==> config.mk <==
export PLATFORM = sky130hd
export DESIGN_NAME = alu_mul_sequencer
export DESIGN_NICKNAME = d
export VERILOG_FILES = /design/src/rtl/lc3b_types.sv /design/src/rtl/alu.sv /design/src/rtl/alu_mul_sequencer.sv
export SDC_FILE = /design/constraint.sdc
export NUM_CORES = 1
export LEC_CHECK = 0
export ABC_AREA = 1
export BUFFER_PORTS_ARGS = -buffer_cell sky130_fd_sc_hd__buf_2
export CAP_MARGIN = 0
export CORE_MARGIN = 4
export CORE_UTILIZATION = 45
export DETAILED_ROUTE_END_ITERATION = 10
export PLACE_DENSITY = 0.66
export SLEW_MARGIN = 20
export SYNTH_ARGS = -nofsm -noshare
export SYNTH_HDL_FRONTEND = slang
export SYNTH_SLANG_ARGS = --single-unit
==> constraint.sdc <==
create_clock -name clk -period 6.8 [get_ports clk]
set_input_delay 0.68 -clock clk [delete_from_list [all_inputs] [get_ports clk]]
set_output_delay 0.68 -clock clk [all_outputs]
set_load 0.05 [all_outputs]
==> src/rtl/lc3b_types.sv <==
// Shared LC-3b execute-stage types.
// Adds the multiply sequencer state enum and step count.
package lc3b_types;

  typedef logic [15:0] lc3b_word;

  typedef enum logic [2:0] {
    alu_add,
    alu_and,
    alu_not,
    alu_pass,
    alu_sll,
    alu_srl,
    alu_sra
  } lc3b_aluop;

  typedef enum logic [1:0] {
    MS_IDLE,
    MS_RUN,
    MS_DONE
  } lc3b_mulstate;

  localparam int MUL_STEPS = 16;

endpackage

==> src/rtl/alu.sv <==
// LC-3b execute-stage ALU.
// Purely combinational; shifts use the low 4 bits of b.
module alu
  import lc3b_types::*;
(
  input  lc3b_aluop aluop,
  input  lc3b_word  a,
  input  lc3b_word  b,
  output lc3b_word  f
);

  always_comb begin
    f = a;
    case (aluop)
      alu_add:  f = a + b;
      alu_and:  f = a & b;
      alu_not:  f = ~a;
      alu_pass: f = a;
      alu_sll:  f = a << b[3:0];
      alu_srl:  f = a >> b[3:0];
      alu_sra:  f = lc3b_word'($signed(a) >>> b[3:0]);
      default:  f = a;
    endcase
  end

endmodule

==> src/rtl/alu_mul_sequencer.sv <==
// Shift-and-add 16-bit multiplier sharing the EX-stage ALU.
// Optional macro ALU_MUL_EARLY_TERM_EN ends RUN once the multiplier empties.
module alu_mul_sequencer
  import lc3b_types::*;
#(
  parameter int WIDTH = 16
) (
  input  logic      clk,
  input  logic      reset_n,
  input  lc3b_aluop pipe_aluop,
  input  lc3b_word  pipe_a,
  input  lc3b_word  pipe_b,
  output lc3b_word  pipe_f,
  input  logic      mul_start,
  input  lc3b_word  mul_a,
  input  lc3b_word  mul_b,
  output logic      mul_busy,
  output logic      mul_done,
  output lc3b_word  mul_result,
  output logic      stall
);

  if (WIDTH != $bits(lc3b_word)) begin : g_width_chk
    $error("WIDTH must match lc3b_word");
  end

  lc3b_mulstate state;
  lc3b_mulstate state_nxt;

  lc3b_word  mcand;
  lc3b_word  mplier;
  lc3b_word  acc;
  lc3b_word  step_acc;
  logic [3:0] cnt;

  lc3b_aluop alu_op;
  lc3b_word  alu_a;
  lc3b_word  alu_b;
  lc3b_word  alu_f;

  logic last_step;
  logic zero_start;

  localparam logic [3:0] LAST_CNT = 4'(MUL_STEPS - 1);

`ifdef ALU_MUL_EARLY_TERM_EN
  assign last_step  = (cnt == LAST_CNT) ||
                      ((mplier >> 1) == '0);
  assign zero_start = (mul_b == '0);
`else
  assign last_step  = (cnt == LAST_CNT);
  assign zero_start = 1'b0;
`endif

  assign step_acc = mplier[0] ? alu_f : acc;

  always_ff @(posedge clk or negedge reset_n) begin
    if (!reset_n) state <= MS_IDLE;
    else          state <= state_nxt;
  end

  always_comb begin
    state_nxt = state;
    case (state)
      MS_IDLE, MS_DONE: begin
        if (mul_start)
          state_nxt = zero_start ? MS_DONE : MS_RUN;
        else
          state_nxt = MS_IDLE;
      end
      MS_RUN: begin
        if (last_step) state_nxt = MS_DONE;
      end
      default: state_nxt = MS_IDLE;
    endcase
  end

  always_comb begin
    mul_busy = (state == MS_RUN);
    mul_done = (state == MS_DONE);
    stall    = mul_busy;
    alu_op   = pipe_aluop;
    alu_a    = pipe_a;
    alu_b    = pipe_b;
    if (mul_busy) begin
      alu_op = alu_add;
      alu_a  = acc;
      alu_b  = mcand;
    end
  end

  // Result captures the final step so it is valid in the DONE cycle.
  always_ff @(posedge clk or negedge reset_n) begin
    if (!reset_n) begin
      mcand      <= '0;
      mplier     <= '0;
      acc        <= '0;
      cnt        <= '0;
      mul_result <= '0;
    end else if (state == MS_RUN) begin
      acc    <= step_acc;
      mcand  <= mcand << 1;
      mplier <= mplier >> 1;
      cnt    <= cnt + 4'd1;
      if (last_step) mul_result <= step_acc;
    end else if (mul_start) begin
      mcand  <= mul_a;
      mplier <= mul_b;
      acc    <= '0;
      cnt    <= '0;
      if (zero_start) mul_result <= '0;
    end
  end

  alu u_alu (
    .aluop (alu_op),
    .a     (alu_a),
    .b     (alu_b),
    .f     (alu_f)
  );

  assign pipe_f = alu_f;

endmodule

# After elaboration in Yosys (flattened, before gate mapping)
# Index checks and enable logic that the tools add are counted.
dict set report op_classes {
  n_shift 3
  bitwise_logic 2
  n_mux 16
  n_reduce_logical 5
  eq_ne 9
  n_addsub 2
}
# op n
set ops {}
lappend ops {{16-bit 2-to-1 mux} 9}
lappend ops {{16-bit one-hot mux with 6 select lines} 1}
lappend ops {{16-bit adder} 1}
lappend ops {{16-bit bitwise AND} 1}
lappend ops {{16-bit inverter} 1}
lappend ops {{16-bit by 4-bit left shift with 16-bit output} 1}
lappend ops {{16-bit by 4-bit right shift with 16-bit output} 1}
lappend ops {{16-bit by 4-bit >>> shifter with 16-bit output} 1}
lappend ops {{3-bit == test (second input constant)} 3}
lappend ops {{4-bit 2-to-1 mux} 2}
lappend ops {{4-bit by 1-bit adder with 4-bit output (second input constant)} 1}
lappend ops {{4-bit == test (second input constant)} 1}
lappend ops {{2-bit one-hot mux with 2 select lines} 1}
lappend ops {{3-bit by 1-bit == test with 1-bit output (second input constant)} 1}
lappend ops {{3-bit by 2-bit == test with 1-bit output (second input constant)} 1}
lappend ops {{3-bit logical NOT} 1}
lappend ops {{3-bit 2-to-1 mux} 1}
lappend ops {{2-bit by 1-bit == test with 1-bit output (second input constant)} 1}
lappend ops {{2-bit == test (second input constant)} 1}
lappend ops {{2-bit logical NOT} 1}
lappend ops {{2-bit 2-to-1 mux} 1}
lappend ops {{2-bit by 1-bit != test with 1-bit output (second input constant)} 1}
lappend ops {{2-bit AND reduction} 1}
lappend ops {{2-bit nonzero test} 1}
lappend ops {{2 further kinds} 2}
dict set report totals {
  out_inout_bits 35
  in_bits 70
  ff_bits 70
  elab_cells 43
}

# Logic depth before layout (Yosys ltp)
dict set report depth {
  word_depth 6
  ltp_mapped 23
  ltp_nobuf 21
}

# Hierarchy
# From an unflattened synthesis, not the netlist that was laid out.
dict set report hier_totals {
  hier_cells 1050
  hier_area_um2 6261.0
}
# module seq_area_each_um2 instances area_each_um2 cells_per_inst
set by_module_without_submodules {}
lappend by_module_without_submodules {alu_mul_sequencer 1751.7 1 3453.3 453}
lappend by_module_without_submodules {alu 0.0 1 2807.7 597}

# Least setup slack after synthesis
# No wires, ideal clock.
dict set report synth_timing {
  path_kind {register to output}
  start {register state[0]}
  end {output port pipe_f[8]}
  path_stages_with_launch 16
  required_ns 6.120
  path_slack_ns 2.639
  arrival_ns 3.481
  n_path_buf 2
  cell_sequence {dfrtp_1 -> buf_6 -> inv_2 -> nor2_8 -> buf_4 -> o21ai_0 -> inv_1 -> ha_1 -> fa_1 -> nand3_1 -> o21ai_2 -> nand2_1 -> nand3_1 -> nand2_1 -> nand3_1 -> a21boi_0}
}
dict set report synth_via {
  elab_chain_len 4
  elab_cells_between_ends 17
  classes_between {add/sub (1); eq/ne (6); shift (3); mux (4); bitwise (2); reduce/logical (1)}
}
# item line_no
set synth_lines {}
lappend synth_lines {{start, declared} alu_mul_sequencer.sv:27} ;# lc3b_mulstate state;
lappend synth_lines {{start signal, assigned} alu_mul_sequencer.sv:59} ;# else state <= state_nxt;
lappend synth_lines {{2-bit by 1-bit == test with 1-bit output *} alu_mul_sequencer.sv:79} ;# mul_busy = (state == MS_RUN);
lappend synth_lines {{16-bit 2-to-1 mux or 3-bit 2-to-1 mux (tied branches)} alu_mul_sequencer.sv:85} ;# if (mul_busy) begin
lappend synth_lines {{16-bit adder, or another cell as far along} alu.sv:15} ;# alu_add: f = a + b;
lappend synth_lines {{16-bit one-hot mux with 6 select lines *} alu.sv:14} ;# case (aluop)
lappend synth_lines {{end, declared} alu_mul_sequencer.sv:13} ;# output lc3b_word pipe_f,
# Mark *: on every way between the ends. The rest lies on a longest branch, timed or not.

# Final worst setup path
dict set report layout_timing {
  start {register state[0]}
  end {output port pipe_f[9]}
}
# The elaborated chain is that of the path after synthesis.

==> key figures <==
Status
  – Status: complete, no violations

Synth
  – FFs w/ async S/R, synth: 1.00
  – Post-synthesis cell area: 0.00684 mm^2
  – Post-synth EDFFs: 0
  – Netlist cell types: 54
  – Post-Syn Instances: 1,128
  – Leading area contributor after synthesis: nand2_1
  – Ys Warns: 0
  – Top cell type's share of synthesized area: 0.263
  – Yosys reg bits: 70
  – List of most frequent post-synthesis cells: 479 x nand2_1, 161 x nand3_1, 88 x inv_1, 70 x dfrtp_1, 46 x nor2_1
  – Synth area leaders: nand2_1 26%, dfrtp_1 26%, nand3_1 12%, inv_1 4.8%, ha_1 3.1%
  – Main synth FF type: dfrtp_1
  – Seq/Total Area, Yosys: 0.256
  – Syn_area_per_cell: 6.07 um^2
  – Post-synthesis net count: 1,216
  – Top-count cell post-synth: nand2_1

Worst hold path
  – Worst hold path type: reg -> reg
  – Hold worst-path end: mul_result[14]$_DFFE_PN0P_
  – WHS Path Cells: 2
  – Min-delay src: mul_result[14]$_DFFE_PN0P_

Clock network
  – Htree depth: 3
  – Post-CTS sizing: 0
  – CTS tree: done
  – Clk sink count: 70
  – Clk Latency, worst-skew pair: 340 ps
  – Clk slew on worst S/H paths: 60 ps
  – Root buf cell: clkbuf_16
  – Worst-case clock buffer depth: 2
  – Post-CTS Setup Repair Bufs: 0
  – CTS Hold Bufs: 0
  – Total CTS buffers: 9

Layout
  – Fin util: 0.520
  – Nets: 1,289
  – Footprint of the multi-input gates: 0.00442 mm^2
  – Fillcell total: 1,516
  – Storage cell area: 0.00175 mm^2
  – Number of diodes: 0
  – Ratio of cells with drive above 1 in the final layout: 0.160
  – Area growth from synthesis to layout: 11.8%

Routing
  – Vias: 7,820
  – DR DRC count: 0
  – Iter 0 DRT Violations: 862
  – Total wire length: 24,600 um
  – First-pass DRT Iterations: 5
  – Antenna-violating nets left: 0
  – Routed vias/inst: 5.63
  – Wirelength per Cell: 17.7 um

STA
  – Final hold violations: 0
  – Fin. max-slew vios: 0
  – Hold slack final: 475 ps
  – Tmin final: 4850 ps
  – Finish-stage setup viols: 0
  – Final setup TNS: 0 ps
  – Crit share post-route: 0.714
  – Fmax: 206 MHz
  – Unrepaired setup endpoints after global routing: false
  – Slew margin rel.: 0.401
  – Clock skew: 8.72 ps
  – Slew of the pin with the lowest slew margin: 899 ps

Floorplan
  – Die area: 0.0172 mm^2
  – Chip Width: 131 um
  – IO Pins: 105
  – Core Box Area: 0.0147 mm^2
  – Std-Cell Rows: 44
  – Die Ht: 131 um
  – Initial Utilization: 0.466

Setup path
  – CP max FO: 37
  – Reg-to-reg slack, setup: 2860 ps
  – CP required: 6120 ps
  – Crit Path Category: reg -> out
  – R2R depth: 17
  – Crit. End Element: output port
  – Startpoint Class: flop
  – Terminus of the critical flop-to-flop path: mul_result[11]$_DFFE_PN0P_
  – CP arrival: 4170 ps
  – Worst r2r src: state[0]$_DFFE_PN0P_

Global route
  – All-Layer GR Usage: 0.278
  – First-pass GRT wire length: 38,700 um
  – Grt ovf: 0
  – Number of antenna violations at the first check in global routing: 0
  – Pin count of the biggest net entering global routing: 71
  – Vias in the first global route: 7,168

Placement
  – Global placer's final weighted congestion: 0.950
  – Dpl hpwl: 19,100 um
  – Port buffer count: 104

Run
  – Max-cap viol count: 0
flip-flops by register name, summed over array words and instances, names as in the netlist:
name	count
acc	16
cnt	4
mcand	16
mplier	16
mul_result	16
state	2
per-layer routing:
metal / vias to the layer above / share of wire / GRT usage / wire length (um)
met4: 0 / 0.025 / 0.0788 / 612
met3: 34 / 0.065 / 0.0352 / 1600
li1: 3813 / - / - / -
met2: 325 / 0.45 / 0.434 / 11000
met5: - / 0 / 0 / 0
met1: 3648 / 0.46 / 0.406 / 11400
worst max-delay path, stage by stage, from the launching register on:
cell      delay, ps
dfrtp_1         760
inv_2           150
nor2_8          460
nand2_1         160
nand2_2         540
inv_2           430
nor2_1          270
inv_1           110
nand3_1         110
nand2_1          70
a21oi_1         140
nor2_1           80
a21boi_0        220
buf_2           300
worst max path at each step:
stage | start | end | slack [ps] | depth (start not counted)
floorplan | state[0]$_DFFE_PN0P_ | pipe_f[8] | 2640 | 15
global route | state[0]$_DFFE_PN0P_ | pipe_f[15] | 1550 | 16
CTS | state[0]$_DFFE_PN0P_ | pipe_f[9] | 1960 | 17
global placement | state[0]$_DFFE_PN0P_ | pipe_f[9] | 2410 | 17
detailed placement | state[0]$_DFFE_PN0P_ | pipe_f[9] | 2330 | 17
finish | state[0]$_DFFE_PN0P_ | pipe_f[9] | 1950 | 13
logic make-up (layout without fill, tap and decap cells):
logic type	Yosys count	count (layout)	share of synthesized area
simple gates	760	760	0.489
buf+inv	148	226	0.100
xor+xnor	1	1	0.00128
compound gates	131	131	0.120
flops	70	70	0.256
fa+ha+maj	18	18	0.0340
final cells by class:
type / instances / area share
multi-input combinational: 910 / 0.578
sequential: 70 / 0.229
timing repair buffer: 111 / 0.0749
inverter: 99 / 0.0492
tap: 184 / 0.0301
clock buffer: 10 / 0.0299
clock inverter: 6 / 0.00916
cell usage in the layout, fill, tap and decap left out, types with 3 or more instances in the layout:
cell       instances
a21oi_1           32
nand3_1          161
a221oi_1           4
clkinv_4           3
nand4_1           12
o21ai_2            9
buf_2            104
inv_2              7
nand2_2           24
nand2_1          479
a31oi_1            3
dfrtp_1           70
nor2_2             6
o21ai_1           15
nor3_1             4
o211ai_1          18
a21boi_0           9
buf_4              7
o21ai_0           27
nand2_4            3
o22ai_1            3
nor2_1            44
ha_1              17
nor2_4             3
clkbuf_16          9
inv_1             88
nand3_2            5
and2_1             6
through the flow:
stage	instances	worst slack, ps	area, um^2
final	1390	1950	7650
after global routing	1390	1550	7650
after CTS	1390	1960	7650
after detailed placement	1374	2330	7350
after global placement	1374	2410	7350
after floorplan	1128	2640	6840
Power is not shown: default switching activity piles up to over one toggle a cycle in this logic, so the estimate is an artifact.
